## config.mk

```make
export PLATFORM = sky130hd
export DESIGN_NAME = neuron_mac_engine
export DESIGN_NICKNAME = d
export VERILOG_FILES = /design/src/rtl/neuron_mac_engine.sv
export SDC_FILE = /design/constraint.sdc
export NUM_CORES = 1
export LEC_CHECK = 0
export ABC_CLOCK_PERIOD_IN_PS = 22900
export BUFFER_PORTS_ARGS = -buffer_cell sky130_fd_sc_hd__buf_4
export CAP_MARGIN = 20
export CORE_MARGIN = 4
export CORE_UTILIZATION = 63
export CTS_BUF_LIST = sky130_fd_sc_hd__clkbuf_4 sky130_fd_sc_hd__clkbuf_8
export DETAILED_ROUTE_END_ITERATION = 10
export PLACE_DENSITY_LB_ADDON = 0.25
export SLEW_MARGIN = 20
export SYNTH_ARGS = -nofsm -noshare
export SYNTH_HDL_FRONTEND = slang
export SYNTH_SLANG_ARGS = --single-unit
export TNS_END_PERCENT = 100
```

## constraint.sdc

```tcl
create_clock -name clk_clk -period 22.9 [get_ports clk_clk]
set_clock_uncertainty 0.05 [all_clocks]
set_input_delay 3.435 -clock clk_clk [delete_from_list [all_inputs] [get_ports clk_clk]]
set_output_delay 3.435 -clock clk_clk [all_outputs]
set_load 0.005 [all_outputs]
```

## src/rtl/neuron_mac_engine.sv

```systemverilog
// Signed dot-product engine: fetches packed image/weight words over two Avalon-MM
// read masters, accumulates LANES products per word, saturates at DONE. Option: NEURON_RELU_EN.
module neuron_mac_engine #(
  parameter int LANES  = 4,
  parameter int DATA_W = 8,
  parameter int ADDR_W = 32,
  parameter int ACC_W  = 40,
  parameter int OUT_W  = 32,
  parameter int KS_W   = 16
) (
  input  logic                      clk_clk,
  input  logic                      reset_reset,
  input  logic                      ctl_start,
  input  logic                      ctl_clear,
  input  logic [KS_W-1:0]           ctl_kernel_size,
  input  logic [ADDR_W-1:0]         ctl_base_addr_img,
  input  logic [ADDR_W-1:0]         ctl_base_addr_wei,
  output logic                      ctl_busy,
  output logic                      ctl_done,
  output logic [OUT_W-1:0]          ctl_out_neuron,
  output logic [ADDR_W-1:0]         ctl_addr_img,
  output logic [ADDR_W-1:0]         ctl_addr_wei,
  output logic                      img_read,
  output logic [ADDR_W-1:0]         img_address,
  input  logic [LANES*DATA_W-1:0]   img_readdata,
  input  logic                      img_waitrequest,
  output logic                      wei_read,
  output logic [ADDR_W-1:0]         wei_address,
  input  logic [LANES*DATA_W-1:0]   wei_readdata,
  input  logic                      wei_waitrequest
);

  localparam int WORD_W = LANES * DATA_W;
  localparam logic [ADDR_W-1:0] STEP = ADDR_W'(LANES * DATA_W / 8);
  localparam logic signed [ACC_W-1:0] OUT_MAX = {{(ACC_W-OUT_W+1){1'b0}}, {(OUT_W-1){1'b1}}};
  localparam logic signed [ACC_W-1:0] OUT_MIN = {{(ACC_W-OUT_W+1){1'b1}}, {(OUT_W-1){1'b0}}};

  typedef enum logic [1:0] {IDLE, FETCH, MAC, DONE} state_t;

  state_t                    state, state_nx;
  logic [KS_W-1:0]           remaining, rem_nx;
  logic signed [ACC_W-1:0]   acc, acc_nx;
  logic [WORD_W-1:0]         img_word, wei_word;
  logic                      img_got, wei_got, clr_pend;
  logic                      img_hit, wei_hit, img_have, wei_have;
  logic                      start_ok, clear_now, fetch_end, fetch_abort;

  // Sum of LANES signed products; lanes at or beyond the remaining count are masked.
  function automatic logic signed [ACC_W-1:0] mac_sum(input logic [WORD_W-1:0] a_word,
                                                      input logic [WORD_W-1:0] b_word,
                                                      input logic [KS_W-1:0]   rem);
    logic signed [ACC_W-1:0]    s;
    logic signed [DATA_W-1:0]   a, b;
    logic signed [2*DATA_W-1:0] p;
    s = '0;
    for (int i = 0; i < LANES; i++) begin
      a = a_word[i*DATA_W +: DATA_W];
      b = b_word[i*DATA_W +: DATA_W];
      p = a * b;
      if (i < int'(rem))
        s = s + $signed({{(ACC_W-2*DATA_W){p[2*DATA_W-1]}}, p});
    end
    return s;
  endfunction

  function automatic logic signed [OUT_W-1:0] sat_out(input logic signed [ACC_W-1:0] v);
    logic signed [OUT_W-1:0] r;
    if (v > OUT_MAX)      r = OUT_MAX[OUT_W-1:0];
    else if (v < OUT_MIN) r = OUT_MIN[OUT_W-1:0];
    else                  r = v[OUT_W-1:0];
`ifdef NEURON_RELU_EN
    if (r < 0) r = '0;
`endif
    return r;
  endfunction

  assign img_read    = (state == FETCH) && !img_got;
  assign wei_read    = (state == FETCH) && !wei_got;
  assign img_address = ctl_addr_img;
  assign wei_address = ctl_addr_wei;
  assign img_hit     = img_read && !img_waitrequest;
  assign wei_hit     = wei_read && !wei_waitrequest;
  assign img_have    = img_got || img_hit;
  assign wei_have    = wei_got || wei_hit;
  assign fetch_end   = (state == FETCH) && img_have && wei_have;
  assign fetch_abort = fetch_end && (clr_pend || ctl_clear);
  assign start_ok    = ctl_start && !ctl_clear && (state == IDLE || state == DONE);
  assign clear_now   = ctl_clear && (state != FETCH);
  assign rem_nx      = (remaining > KS_W'(LANES)) ? remaining - KS_W'(LANES) : '0;
  assign acc_nx      = acc + mac_sum(img_word, wei_word, remaining);

  always_ff @(posedge clk_clk or posedge reset_reset) begin
    if (reset_reset) state <= IDLE;
    else             state <= state_nx;
  end

  always_comb begin
    state_nx = state;
    case (state)
      IDLE, DONE: begin
        if (ctl_clear)      state_nx = IDLE;
        else if (ctl_start) state_nx = (ctl_kernel_size == '0) ? DONE : FETCH;
      end
      FETCH: if (fetch_end) state_nx = (clr_pend || ctl_clear) ? IDLE : MAC;
      MAC: begin
        if (ctl_clear)           state_nx = IDLE;
        else if (rem_nx == '0)   state_nx = DONE;
        else                     state_nx = FETCH;
      end
      default: state_nx = IDLE;
    endcase
  end

  // Fetched words are pure data and need no reset.
  always_ff @(posedge clk_clk) begin
    if (img_hit) img_word <= img_readdata;
    if (wei_hit) wei_word <= wei_readdata;
  end

  always_ff @(posedge clk_clk or posedge reset_reset) begin
    if (reset_reset) begin
      remaining      <= '0;
      acc            <= '0;
      img_got        <= 1'b0;
      wei_got        <= 1'b0;
      clr_pend       <= 1'b0;
      ctl_busy       <= 1'b0;
      ctl_done       <= 1'b0;
      ctl_out_neuron <= '0;
      ctl_addr_img   <= '0;
      ctl_addr_wei   <= '0;
    end else if (clear_now || fetch_abort) begin
      remaining      <= '0;
      acc            <= '0;
      img_got        <= 1'b0;
      wei_got        <= 1'b0;
      clr_pend       <= 1'b0;
      ctl_busy       <= 1'b0;
      ctl_done       <= 1'b0;
      ctl_out_neuron <= '0;
    end else if (start_ok) begin
      remaining      <= ctl_kernel_size;
      acc            <= '0;
      img_got        <= 1'b0;
      wei_got        <= 1'b0;
      clr_pend       <= 1'b0;
      ctl_busy       <= 1'b1;
      ctl_done       <= 1'b0;
      ctl_addr_img   <= ctl_base_addr_img;
      ctl_addr_wei   <= ctl_base_addr_wei;
    end else begin
      case (state)
        FETCH: begin
          if (ctl_clear) clr_pend <= 1'b1;
          if (fetch_end) begin
            img_got <= 1'b0;
            wei_got <= 1'b0;
          end else begin
            if (img_hit) img_got <= 1'b1;
            if (wei_hit) wei_got <= 1'b1;
          end
        end
        MAC: begin
          acc          <= acc_nx;
          remaining    <= rem_nx;
          ctl_addr_img <= ctl_addr_img + STEP;
          ctl_addr_wei <= ctl_addr_wei + STEP;
        end
        DONE: begin
          ctl_out_neuron <= sat_out(acc);
          ctl_done       <= 1'b1;
          ctl_busy       <= 1'b0;
        end
        default: ;
      endcase
    end
  end

endmodule

```

==> impl_metrics.py <==
metrics = {
    "timing": {
        "maxSlewViolCount": 0,
        "fin_crit_ns": 20.47,
        "setup_viol": 0,
        "hold-worst-slack_ns": 0.435,
        "worst_slew_pin_slew_ns": 1.02,
        "max_freq_ghz": 0.0489,
        "rsz0062_at_grt": "no",
        "period_share": 0.894,
        "hold_viol_final": 0,
        "slew_headroom": 0.316,
        "tns_ns": 0,
    },
    "global_route": {
        "grt_usage": 0.309,
        "grt_pass1_vias": 26600,
        "antenna_found_initial": 3,
        "grt_pass1_wl_mm": 140,
        "grt_max_degree": 99,
        "overflow": 0,
    },
    "worst_setup_path": {
        "timing.rr.end": "acc[39]$_DFFE_PP0P_",
        "required_ns": 23.41,
        "cp-end-kind": "register",
        "critical_path.top_delay_family": "adder cells",
        "r2r-start": "img_word[5]$_DFFE_PP_",
        "ff2ff_setup_slack_ns": 2.43,
        "crit_top_cell": "fa_1",
        "critical_path_buf_inv_count": 7,
        "worstPathArrival_ns": 20.97,
        "crit_path_start_kind": "register",
        "crit_start": "img_word[5]$_DFFE_PP_",
        "max_stage_delay_ns": 0.61,
        "critPathSlowestCell": "fa_1",
        "worstSetupPathType": "register to register",
        "path_max_fanout": 8,
        "reg2reg_depth": 78,
    },
    "layout": {
        "mostFrequentLayoutCells": "inv_1, fa_1, buf_4",
        "nNetsFinal": 4734,
        "drive_above_1_share": 0.124,
        "final_common_cell": "inv_1",
        "final_area_mm2": 0.0364,
        "area_growth_pct": 10.9,
        "final_cell_count_no_fill": 4532,
    },
    "yosys": {
        "yosys_warnings": 0,
        "ys_seq_area_frac": 0.180,
        "syn_area_mm2": 0.0328,
        "yosysUniqueCellTypes": 85,
        "synthArstFlopShare": 0.713,
        "synthCells": 3595,
        "synth_ff_type": "dfrtp_1",
        "syn_area_per_cell_um2": 9.12,
        "ys_ff_latch": 223,
        "syn_nets": 4512,
        "synth_edf_count": 64,
    },
    "route": {
        "viasPerCell": 5.80,
        "ant_nets": 0,
        "wire_per_inst_um": 18.6,
        "vias": 26300,
        "finalWirelength_mm": 84.4,
        "drt_iter0_drc": 2117,
        "drtPass1Iterations": 8,
        "drc": 0,
    },
    "clock_network": {
        "path_clk_slew_ns": 0.06,
        "root_buffer": "clkbuf_8",
        "numCtsBuffers": 40,
        "post_cts_buffers": 0,
        "postCtsHoldBufs": 0,
        "tritoncts": "done",
        "clockBufferDepth": 3,
        "clock_latency_ns": 0.63,
        "cts_resized": 0,
        "clkSinkCount": 223,
        "h-tree-depth": 2,
    },
    "hold_path": {
        "hp-start": "ctl_out_neuron[21]$_DFFE_PP0P_",
        "min_to": "ctl_out_neuron[21]$_DFFE_PP0P_",
        "min_path_cells": 2,
        "worstHoldPathType": "register to register",
    },
    "placement": {
        "gp_congestion": 0.955,
        "port_buffers": 313,
        "dp_hpwl_mm": 67.0,
        "post_dp_cell_area_mm2": 0.0354,
        "placed_cells": 4454,
    },
    "die": {
        "start_util": 0.638,
        "placementRows": 83,
        "core_area_mm2": 0.0514,
        "ios": 314,
        "dieHeight_um": 236,
        "die_w_um": 236,
        "dieArea_mm2": 0.0558,
    },
    "status": {
        "outcome": "finished, final reports clean",
    },
    "flow_run": {
        "cap_violations": 0,
    },
}
## cell usage after synthesis, drive strengths merged, types with 44 or more instances
master / n / share of area
inv: 549 / 0.063
fa: 472 / 0.29
a21oi: 320 / 0.049
ha: 295 / 0.11
nand2: 272 / 0.031
nor2: 223 / 0.026
o21ai: 182 / 0.028
dfrtp: 159 / 0.12
and2: 156 / 0.030
xnor2: 94 / 0.025
clkbuf: 85 / 0.0097
buf: 77 / 0.016
edfxtp: 64 / 0.059
nand3: 62 / 0.0096
a21o: 51 / 0.012
nand2b: 45 / 0.0088
nor3: 44 / 0.0071
## how the worst max path moves through the flow
stage	endpoint	slack, ns	cells after the start
global placement	acc[39]$_DFFE_PP0P_	2.93	78
global route	acc[39]$_DFFE_PP0P_	1.17	78
detailed placement	acc[39]$_DFFE_PP0P_	2.55	78
CTS	acc[39]$_DFFE_PP0P_	2.52	78
finish	acc[39]$_DFFE_PP0P_	2.43	78
floorplan	acc[39]$_DFFE_PP0P_	4.36	78
## worst register-to-register path: cells and delay by family (launching register included)
| kind | cells | cell delay [ns] |
|---|---|---|
| buffers and inverters | 7 | 0.43 |
| adders and majority gates | 25 | 10.83 |
| and+or+nand+nor | 8 | 1.03 |
| AOI/OAI and AO/OA | 35 | 7.18 |
| DFF | 1 | 0.49 |
| xor gates and xnor gates | 3 | 0.44 |
## registers in the layout, indices dropped and copies added, names as in the netlist
register,flops
acc,40
ctl_addr_img,32
ctl_addr_wei,32
ctl_out_neuron,32
img_word,32
wei_word,32
remaining,16
state,2
clr_pend,1
ctl_busy,1
ctl_done,1
img_got,1
wei_got,1
## cell families (layout without fill, tap and decap cells)
family,after synthesis,in the layout,share of synthesized area
and+or+nand+nor,946,946,0.141
AOI/OAI and AO/OA,773,773,0.140
adders and majority gates,767,767,0.401
buffers and inverters,712,966,0.0892
DFF,223,223,0.180
xor gates and xnor gates,131,131,0.0350
muxes,43,43,0.0136
other,0,3,0
## stage by stage
step / util / worst slack, ns
floorplan: - / 4.36
global placement: 0.688 / 2.93
detailed placement: 0.688 / 2.55
CTS: 0.706 / 2.52
global route: 0.707 / 1.17
finish: 0.707 / 2.43
## layout make-up
cell class / count / area [µm²]
Antenna cell: 3 / 7.51
Sequential cell: 223 / 5900
Tap cell: 680 / 851
Fill cell: 4001 / 15100
Timing Repair Buffer: 342 / 2590
Clock inverter: 13 / 145
Inverter: 550 / 2070
Multi-Input combinational cell: 2660 / 24000
Clock buffer: 61 / 777
## per-layer routing
metal	global-route usage	vias to the layer above	routed length, µm
met5	0	-	0
met3	0.0690	152	6950
met4	0.0876	0	2450
met2	0.478	948	38400
li1	-	12300	-
met1	0.444	12900	36600
Power is left out: the tool's default activity adds up to more than one toggle a clock period on the data nets, which glitch-free logic cannot reach.
